$ cat config.mk
export PLATFORM = sky130hd
export DESIGN_NAME = converter
export DESIGN_NICKNAME = d
export VERILOG_FILES = /design/src/rtl/converter.sv
export SDC_FILE = /design/constraint.sdc
export NUM_CORES = 1
export LEC_CHECK = 0
export ABC_AREA = 1
export CORE_MARGIN = 4
export CORE_UTILIZATION = 45
export DETAILED_ROUTE_END_ITERATION = 8
export HOLD_SLACK_MARGIN = 0.1
export PLACE_DENSITY = 0.67
export SETUP_SLACK_MARGIN = 0.05
export SLEW_MARGIN = 40
export SYNTH_ARGS = -nofsm -noshare
export SYNTH_HDL_FRONTEND = slang
export SYNTH_SLANG_ARGS = --single-unit
$ cat constraint.sdc
create_clock -name clk -period 0.8 [get_ports clk]
set_input_delay 0.24 -clock clk [delete_from_list [all_inputs] [get_ports clk]]
set_output_delay 0.24 -clock clk [all_outputs]
set_load 0.05 [all_outputs]
$ cat src/rtl/converter.sv
// Binary32 adder with round-to-nearest-even, flush-to-zero on denormals and a registered result.
// Define FP_STATUS_FLAGS_EN to add the registered overflow/underflow/exception outputs.
module converter #(
    parameter int XLEN = 32
) (
    input  logic            clk,
    input  logic            rst_n,
    input  logic [XLEN-1:0] A,
    input  logic [XLEN-1:0] B,
    output logic [XLEN-1:0] result
`ifdef FP_STATUS_FLAGS_EN
    ,
    output logic            overflow,
    output logic            underflow,
    output logic            exception
`endif
);

    localparam logic [31:0] QNAN = 32'h7FC0_0000;

    // Unpacked operands
    logic        sa, sb;
    logic [7:0]  ea, eb;
    logic [22:0] fa, fb;
    logic        nan_a, nan_b, inf_a, inf_b, zero_a, zero_b;

    assign sa = A[31];
    assign ea = A[30:23];
    assign fa = A[22:0];
    assign sb = B[31];
    assign eb = B[30:23];
    assign fb = B[22:0];

    assign nan_a  = (ea == 8'hFF) && (fa != 23'd0);
    assign nan_b  = (eb == 8'hFF) && (fb != 23'd0);
    assign inf_a  = (ea == 8'hFF) && (fa == 23'd0);
    assign inf_b  = (eb == 8'hFF) && (fb == 23'd0);
    assign zero_a = (ea == 8'd0);
    assign zero_b = (eb == 8'd0);

    // Larger-magnitude operand becomes X
    logic        swap;
    logic        sx, sy;
    logic [7:0]  ex, ey;
    logic [23:0] mx, my;
    logic        eff_sub;

    assign swap    = {eb, fb} > {ea, fa};
    assign sx      = swap ? sb : sa;
    assign sy      = swap ? sa : sb;
    assign ex      = swap ? eb : ea;
    assign ey      = swap ? ea : eb;
    assign mx      = swap ? {1'b1, fb} : {1'b1, fa};
    assign my      = swap ? {1'b1, fa} : {1'b1, fb};
    assign eff_sub = sx ^ sy;

    // Alignment of Y, keeping guard/round/sticky
    logic [7:0]  d;
    logic [49:0] y_wide;
    logic [23:0] y_al;
    logic        y_g, y_r, y_s;

    assign d = ex - ey;

    always_comb begin
        y_wide = {my, 26'd0} >> d;
        if (d >= 8'd26) begin
            y_al = 24'd0;
            y_g  = 1'b0;
            y_r  = 1'b0;
            y_s  = (my != 24'd0);
        end else begin
            y_al = y_wide[49:26];
            y_g  = y_wide[25];
            y_r  = y_wide[24];
            y_s  = |y_wide[23:0];
        end
    end

    // Significand add/subtract on {mant, g, r, s}
    logic [26:0] op_x, op_y;
    logic [27:0] sum28;
    logic [26:0] diff27;

    assign op_x   = {mx, 3'b000};
    assign op_y   = {y_al, y_g, y_r, y_s};
    assign sum28  = {1'b0, op_x} + {1'b0, op_y};
    assign diff27 = op_x - op_y;

    // Leading-zero count of the difference; the highest set bit wins
    logic [4:0] lzc;

    always_comb begin
        lzc = 5'd27;
        for (int i = 0; i < 27; i++) begin
            if (diff27[i]) begin
                lzc = 5'(26 - i);
            end
        end
    end

    // Normalisation
    logic        [26:0] norm;
    logic signed [9:0]  e_norm;

    always_comb begin
        norm   = 27'd0;
        e_norm = 10'sd0;
        if (!eff_sub) begin
            if (sum28[27]) begin
                norm   = {sum28[27:2], sum28[1] | sum28[0]};
                e_norm = $signed({2'b00, ex} + 10'd1);
            end else begin
                norm   = sum28[26:0];
                e_norm = $signed({2'b00, ex});
            end
        end else begin
            norm   = diff27 << lzc;
            e_norm = $signed({2'b00, ex} - {5'd0, lzc});
        end
    end

    // Round to nearest, ties to even
    logic               rnd_up;
    logic        [24:0] mant_r;
    logic        [22:0] frac_out;
    logic signed [9:0]  e_round;

    assign rnd_up   = norm[2] & (norm[1] | norm[0] | norm[3]);
    assign mant_r   = {1'b0, norm[26:3]} + {24'd0, rnd_up};
    assign frac_out = mant_r[24] ? mant_r[23:1] : mant_r[22:0];
    assign e_round  = mant_r[24] ? (e_norm + 10'sd1) : e_norm;

    // Result selection: specials first, then the arithmetic path
    logic        cancel;
    logic        finite_path;
    logic [31:0] result_next;
    logic [31:0] result_reg;

    assign cancel      = eff_sub && (diff27 == 27'd0);
    assign finite_path = (ea != 8'hFF) && (eb != 8'hFF) && !zero_a && !zero_b;

    always_comb begin
        result_next = 32'd0;
        if (nan_a || nan_b) begin
            result_next = QNAN;
        end else if (inf_a && inf_b) begin
            result_next = (sa != sb) ? QNAN : A;
        end else if (inf_a) begin
            result_next = A;
        end else if (inf_b) begin
            result_next = B;
        end else if (zero_a && zero_b) begin
            result_next = {sa & sb, 31'd0};
        end else if (zero_a) begin
            result_next = {sb, eb, fb};
        end else if (zero_b) begin
            result_next = {sa, ea, fa};
        end else if (cancel) begin
            result_next = 32'd0;
        end else if (e_norm <= 10'sd0) begin
            result_next = {sx, 31'd0};
        end else if (e_round >= 10'sd255) begin
            result_next = {sx, 8'hFF, 23'd0};
        end else begin
            result_next = {sx, e_round[7:0], frac_out};
        end
    end

    always_ff @(posedge clk or negedge rst_n) begin
        if (!rst_n) begin
            result_reg <= 32'd0;
        end else begin
            result_reg <= result_next;
        end
    end

    assign result = result_reg;

`ifdef FP_STATUS_FLAGS_EN
    logic overflow_next, underflow_next, exception_next;
    logic overflow_reg, underflow_reg, exception_reg;

    assign exception_next = nan_a || nan_b || (inf_a && inf_b && (sa != sb));
    assign overflow_next  = finite_path && !cancel && (e_norm > 10'sd0) && (e_round >= 10'sd255);
    assign underflow_next = finite_path && !cancel && (e_norm <= 10'sd0);

    always_ff @(posedge clk or negedge rst_n) begin
        if (!rst_n) begin
            overflow_reg  <= 1'b0;
            underflow_reg <= 1'b0;
            exception_reg <= 1'b0;
        end else begin
            overflow_reg  <= overflow_next;
            underflow_reg <= underflow_next;
            exception_reg <= exception_next;
        end
    end

    assign overflow  = overflow_reg;
    assign underflow = underflow_reg;
    assign exception = exception_reg;
`endif

endmodule

; ---- Word-level counts from Yosys, hierarchy flattened
; Cells that the tools add are included.
; W data, S select, Z words.
[word_totals]
reg_bits = 32
latch_bits = 0
ram_bits = 0
romBits = 0
output_inout_bits = 32
mem_count = 0
[classes]
addsub = 7
n_mul = 0
div = 0
n_lt_le_gt_ge = 4
n_eq_ne = 3
n_shift = 2
n_mux = 54
bitwise_logic = 6
reduce_logical = 17
[op_table]
columns = op, n
row1 = $mux W32, 9
row2 = $mux W5, 26
row3 = $mux W23, 3
row4 = $mux W31, 2
row5 = $mux W27, 2
row6 = $shr A50 B8 Y50, 1
row7 = $logic_not A23 Y1, 2
row8 = $reduce_bool A23 Y1, 2
row9 = $gt A31 B31 Y1, 1
row10 = $add A27 B27 Y28, 1
row11 = $logic_not A27 Y1, 1
row12 = $shl A27 B5 Y27, 1
row13 = $sub A27 B27 Y27, 1
row14 = $add A24 B1 Y25, 1
row15 = $mux W24, 1
row16 = $reduce_bool A24 Y1, 1
row17 = $reduce_or A24 Y1, 1
row18 = $mux W10, 2
row19 = $eq A8 B8 Y1 const B, 2
row20 = $logic_not A8 Y1, 2
row21 = $mux W8, 2
row22 = $add A10 B2 Y10 const B, 1
row23 = $ge A10 B9 Y1 const B, 1
row24 = $le A10 B1 Y1 const B, 1
row25 = 12 further kinds, 26

; ---- Longest topological paths before layout
[depth]
depth_word = 52
ltp_mapped = 98

; ---- Worst setup path before layout
; OpenSTA, ideal clock, no wires.
[synth_path]
kind = input to register
start = input port A[30]
end = register result_reg[1], in the netlist result[1]
arrival_time_ns = 8.904
required_time_ns = 0.671
slack_ns = -8.233
cell_stages = 79
path_buffers = 5
path_cell_list = inv_1 > ha_1 > nand2_1 > nor2_1 > inv_1 > nor3_2 > nand2_1 > nand2_4 > nand2_4 > nand2_1 > nand3_1 > ha_1 > a21o_1 > nand2_1 > nand3_1 > xor2_1 > inv_2 > nor3_2 > [43 not listed] > nand2_4 > nor2_4 > nand3_4 > buf_6 > nand2_1 > nand2_1 > nand2_1 > nor2_1 > nand2_1 > nand2_1 > nand2_2 > buf_6 > nand2_1 > nand2_1 > nand2_1 > nand2_1 > nand2_1 > nor2_1
[synth_between]
elab_chain_len = 52
elab_cells_between_ends = 82
cone_classes = 7 x add/sub / 4 x order compare / 1 x eq/ne / 2 x shift / 53 x mux / 5 x bitwise / 10 x reduce/logical
[synth_rtl]
columns = item, line
row1 = start: declaration, 8  ; input logic [XLEN-1:0] A,
row2 = $gt A31 B31 Y1, 48  ; assign swap = {eb, fb} > {ea, fa};
row3 = $mux W8 (on tied branches), "51, 52"
row4 = $sub A8 B8 Y8, 63  ; assign d = ex - ey;
row5 = $shr A50 B8 Y50, 66  ; y_wide = {my, 26'd0} >> d;
row6 = $reduce_or A24 Y1, 76  ; y_s = |y_wide[23:0];
row7 = $mux W1, 67  ; if (d >= 8'd26) begin
row8 = $sub A27 B27 Y27, 88  ; assign diff27 = op_x - op_y;
row9 = $mux W1, 96  ; if (diff27[i]) begin
row10 = [37 not listed], n/a
row11 = $mux W32, 157  ; end else if (zero_b) begin
row12 = $mux W32, 155  ; end else if (zero_a) begin
row13 = $mux W32, 153  ; end else if (zero_a && zero_b) begin
row14 = $mux W32, 151  ; end else if (inf_b) begin
row15 = $mux W32, 149  ; end else if (inf_a) begin
row16 = $mux W32, 147  ; end else if (inf_a && inf_b) begin
row17 = $mux W32 (*), 145  ; if (nan_a || nan_b) begin
row18 = via result_next[1], 137  ; logic [31:0] result_next;
row19 = end signal: assignment, 174  ; result_reg <= result_next;
row20 = end: declaration, 138  ; logic [31:0] result_reg;
; The timed path passes the listed nets; every way through them passes the cells marked *.

; ---- Final worst setup path
[layout_path]
start = input port A[22]
end = register result_reg[15], in the netlist result[15]
; Same word-level chain as after synthesis.

==> impl_results.rst <==
.. list-table::
   :header-rows: 1

   * - Metric
     - Value
   * - Outcome
     - finished, violations left
   * - Final sum of negative setup slack
     - -281400 ps
   * - CTS tree
     - done
   * - Netlist cell types
     - 57
   * - Post-Synthesis Cell Area
     - 0.0124 mm2
   * - Sum of overflow across all layers after global routing
     - 0
   * - Number of global-route vias before repair
     - 18300
   * - Worst rel slew slack
     - 0.416
   * - Max FFs per register
     - 32
   * - Maximum number of pins on one net before global-route repair
     - 52
   * - #FFs+latches synth
     - 32
   * - Post-Synth Simple-Gate Area
     - 0.514
   * - Post-synth EDFFs
     - 0
   * - Final cycle utilization of the critical path
     - 11.8
   * - Number of antenna violations at the first check in global routing
     - 0
   * - Arrival time reported for the critical path endpoint
     - 9590 ps
   * - Total track usage
     - 0.393
   * - DIE HEIGHT
     - 174 um
   * - Type of the worst setup path
     - primary input to flop
   * - Average size of a mapped cell
     - 5.46 um2
   * - Detailed-route wire length
     - 65300 um
   * - Die Width
     - 174 um
   * - Number of input and output port buffers inserted
     - 97
   * - Cell seen most often among critical-path stages
     - nand2_2
   * - Critical path peak fanout
     - 8
   * - Dominant cells by area after synthesis
     - nand2_1, nand3_1, ha_1
   * - Cts bufs inserted
     - 5
   * - Longest Clk Path Bufs
     - 2
   * - Final worst slack
     - -8620 ps
   * - Critical Path Max Stage Delay
     - 390 ps
   * - Power per standard cell area
     - 2370 mW/mm2
   * - Clk sink count
     - 32
   * - Reg area
     - 836 um2
   * - Slew of the pin with the lowest slew margin
     - 867 ps
   * - Synthesized Nets
     - 2430
   * - Hold Worst Slack
     - 321 ps
   * - Sum of internal, switching and leakage power
     - 50500 uW
   * - Via count
     - 19500
   * - Maximum operating frequency
     - 106 MHz
   * - Area used by multi-input combinational logic
     - 0.0115 mm2
   * - Leading register cell type out of synthesis
     - dfrtp_1
   * - Clock transition at the registers of the reported paths
     - 50 ps
   * - Die area
     - 0.0303 mm2
   * - Compound-Gate Fraction of Synth Area
     - 0.132
   * - Critical path data required time
     - 980 ps
   * - Gpl congestion
     - 1.00
   * - H-tree depth reported by CTS
     - 2
   * - Number of inserted filler cells in the final layout
     - 1963
   * - Post-route DRC violation count
     - 0
   * - Setup repair after global routing missed its margin
     - yes
   * - Inserted Diodes
     - 0
   * - Max Cap Violations
     - 0
   * - Core outline area
     - 0.0270 mm2
   * - Final Max Tran Viols
     - 0
   * - Global-route wire length before repair
     - 97100 um
   * - Syn. warnings
     - 0
   * - NumNets Final
     - 3192
   * - FFs w/ async S/R, synth
     - 1.00
   * - Crit. End Element
     - flop
   * - Area grow syn2layout
     - 71.5%
   * - CP max-delay cell
     - fa_2
   * - Top Ports
     - 98
   * - Leakage power
     - 0.0113 uW
   * - Number of nets with antenna violations after routing
     - 0
   * - Fin util
     - 0.787
   * - Endpoints failing hold
     - 0
   * - Fraction of synthesized cell area taken by the top area cell type
     - 0.223
   * - Initial core utilization
     - 0.459
   * - Vias per cell
     - 5.77
   * - Routed length per instance
     - 19.4 um
   * - Xor and xnor area share after synthesis
     - 0.0524
   * - Number of failing setup endpoints in the final timing report
     - 64
   * - Post-synth top area cell
     - nand2_1
   * - Failing checks
     - negative setup slack
   * - Sequential-to-total area share from yosys stat
     - 0.0646
   * - Worst VDD drop
     - 0.00128 V
   * - Number of violations reported at the end of detailed-routing iteration 0
     - 2216
   * - Layout cell share with drive strength beyond 1
     - 0.434
   * - Combinational family with the most area after synthesis
     - simple AND/OR/NAND/NOR gates
   * - Post-DP HPWL
     - 48200 um
   * - DR pass1 iterations
     - 6
   * - Portion of netlist area occupied by mux cells
     - 0
   * - Gate Count Post-Synth
     - 2270
   * - Type of origin of the critical path
     - primary input
   * - Adder and majority gate portion of the synthesized area
     - 0.0960
   * - CTS Root Cell
     - clkbuf_16
   * - Class of the tightest hold or removal check
     - primary input to asynchronous set/reset pin
   * - Row Count
     - 60
   * - Final critical-path required period
     - 9420 ps
## layout by cell type (no fill, tap or decap), drive strengths merged, types with 2 or more instances in the layout
cell,netlist,routed
a211oi,7,7
a21boi,2,2
a21o,3,3
a21oi,110,110
a31oi,3,3
and2,4,4
buf,73,842
clkbuf,30,8
clkdlybuf4s15,0,7
clkdlybuf4s50,0,3
clkinv,6,9
dfrtp,32,32
dlygate4sd2,0,4
fa,2,2
ha,92,92
inv,267,266
nand2,767,768
nand3,370,371
nand3b,3,3
nand4,53,53
nor2,164,164
nor3,32,32
nor4,11,11
o211ai,15,15
o21a,3,3
o21ai,108,108
o21bai,10,10
o22ai,6,6
o31ai,8,8
o41ai,2,2
or2,6,6
xnor2,11,11
xor2,61,61
## cell type report
cell class / count / share of cell area
sequential: 32 / 0.0393
clock inverter: 2 / 0.000471
clock buffer: 6 / 0.00653
inverter: 273 / 0.0508
timing repair buffer: 858 / 0.342
multi-input combinational: 1862 / 0.541
tap: 341 / 0.0201
## final timing paths
kind	from	to	slack (ps)	cells after the start
worst max-delay path	A[22]	result[15]	-8620	78
worst min-delay path	rst_n	result[24]	320	2
max in group asynchronous	rst_n	result[20]	280	2
min in group clk	A[30]	result[30]	370	5
## logic make-up after synthesis
logic type      Yosys count
compound gates          283
xor+xnor                 72
fa+ha+maj                94
buf+inv                 378
flops                    32
simple gates           1411
## worst max-delay path: cells and delay by family
kind	cells	cell delay [ps]
xor gates and xnor gates	2	320
buffers and inverters	14	1300
AOI/OAI and AO/OA	13	2180
and+or+nand+nor	46	4640
adders and majority gates	3	850
## synthesized netlist by cell type (4+ instances only)
cell,n
o21ai_1,10
o22ai_1,6
nand2_2,21
dfrtp_1,32
nand2_1,737
a21oi_1,103
nand4_1,53
o211ai_1,15
clkbuf_1,24
a21oi_2,5
nand3_2,22
inv_1,249
buf_1,4
nor2_1,145
o21ai_0,94
buf_2,19
nor3_2,4
ha_1,92
inv_2,18
nor2_2,9
clkinv_1,4
a211oi_1,7
o31ai_1,8
xor2_1,60
xnor2_1,11
buf_4,28
buf_6,22
and2_1,4
o21bai_1,10
nor4_1,11
nand3_1,346
or2_2,6
clkbuf_4,6
nor2_4,10
nor3_1,28
nand2_4,9
## per-layer routing
layer / share of wire / track usage / up-vias / wire [um]
met3: 0.089 / 0.0526 / 302 / 5820
met1: 0.39 / 0.497 / 8953 / 25500
met5: 0 / 0 / - / 0
li1: - / - / 8954 / -
met2: 0.46 / 0.674 / 1271 / 30000
met4: 0.061 / 0.164 / 0 / 3960
## what timing repair did
action	4_1_cts	5_1_grt
resized for setup	517	126
buffers inserted	78	42
gates cloned	6	3
setup endpoints to repair	64	64
hold buffers	0	0
pin swaps	84	109
## power by group
group          total [uW]  leakage (uW)  internal, uW  switching, uW
clock                1940     0.0000766          1220            712
sequential           3190      0.000349          2440            744
combinational       45400        0.0109         20000          25400
## metrics by stage
step                      cells  cell area, um2  worst slack (ps)
after floorplan            2270           12600             -7710
after global placement     3241           18500             -9020
after detailed placement   3241           18500             -9250
after CTS                  3332           20500             -7680
after global routing       3374           21300             -9080
final                      3374           21300             -8620
No activity file was read; power rests on OpenSTA's default activity.
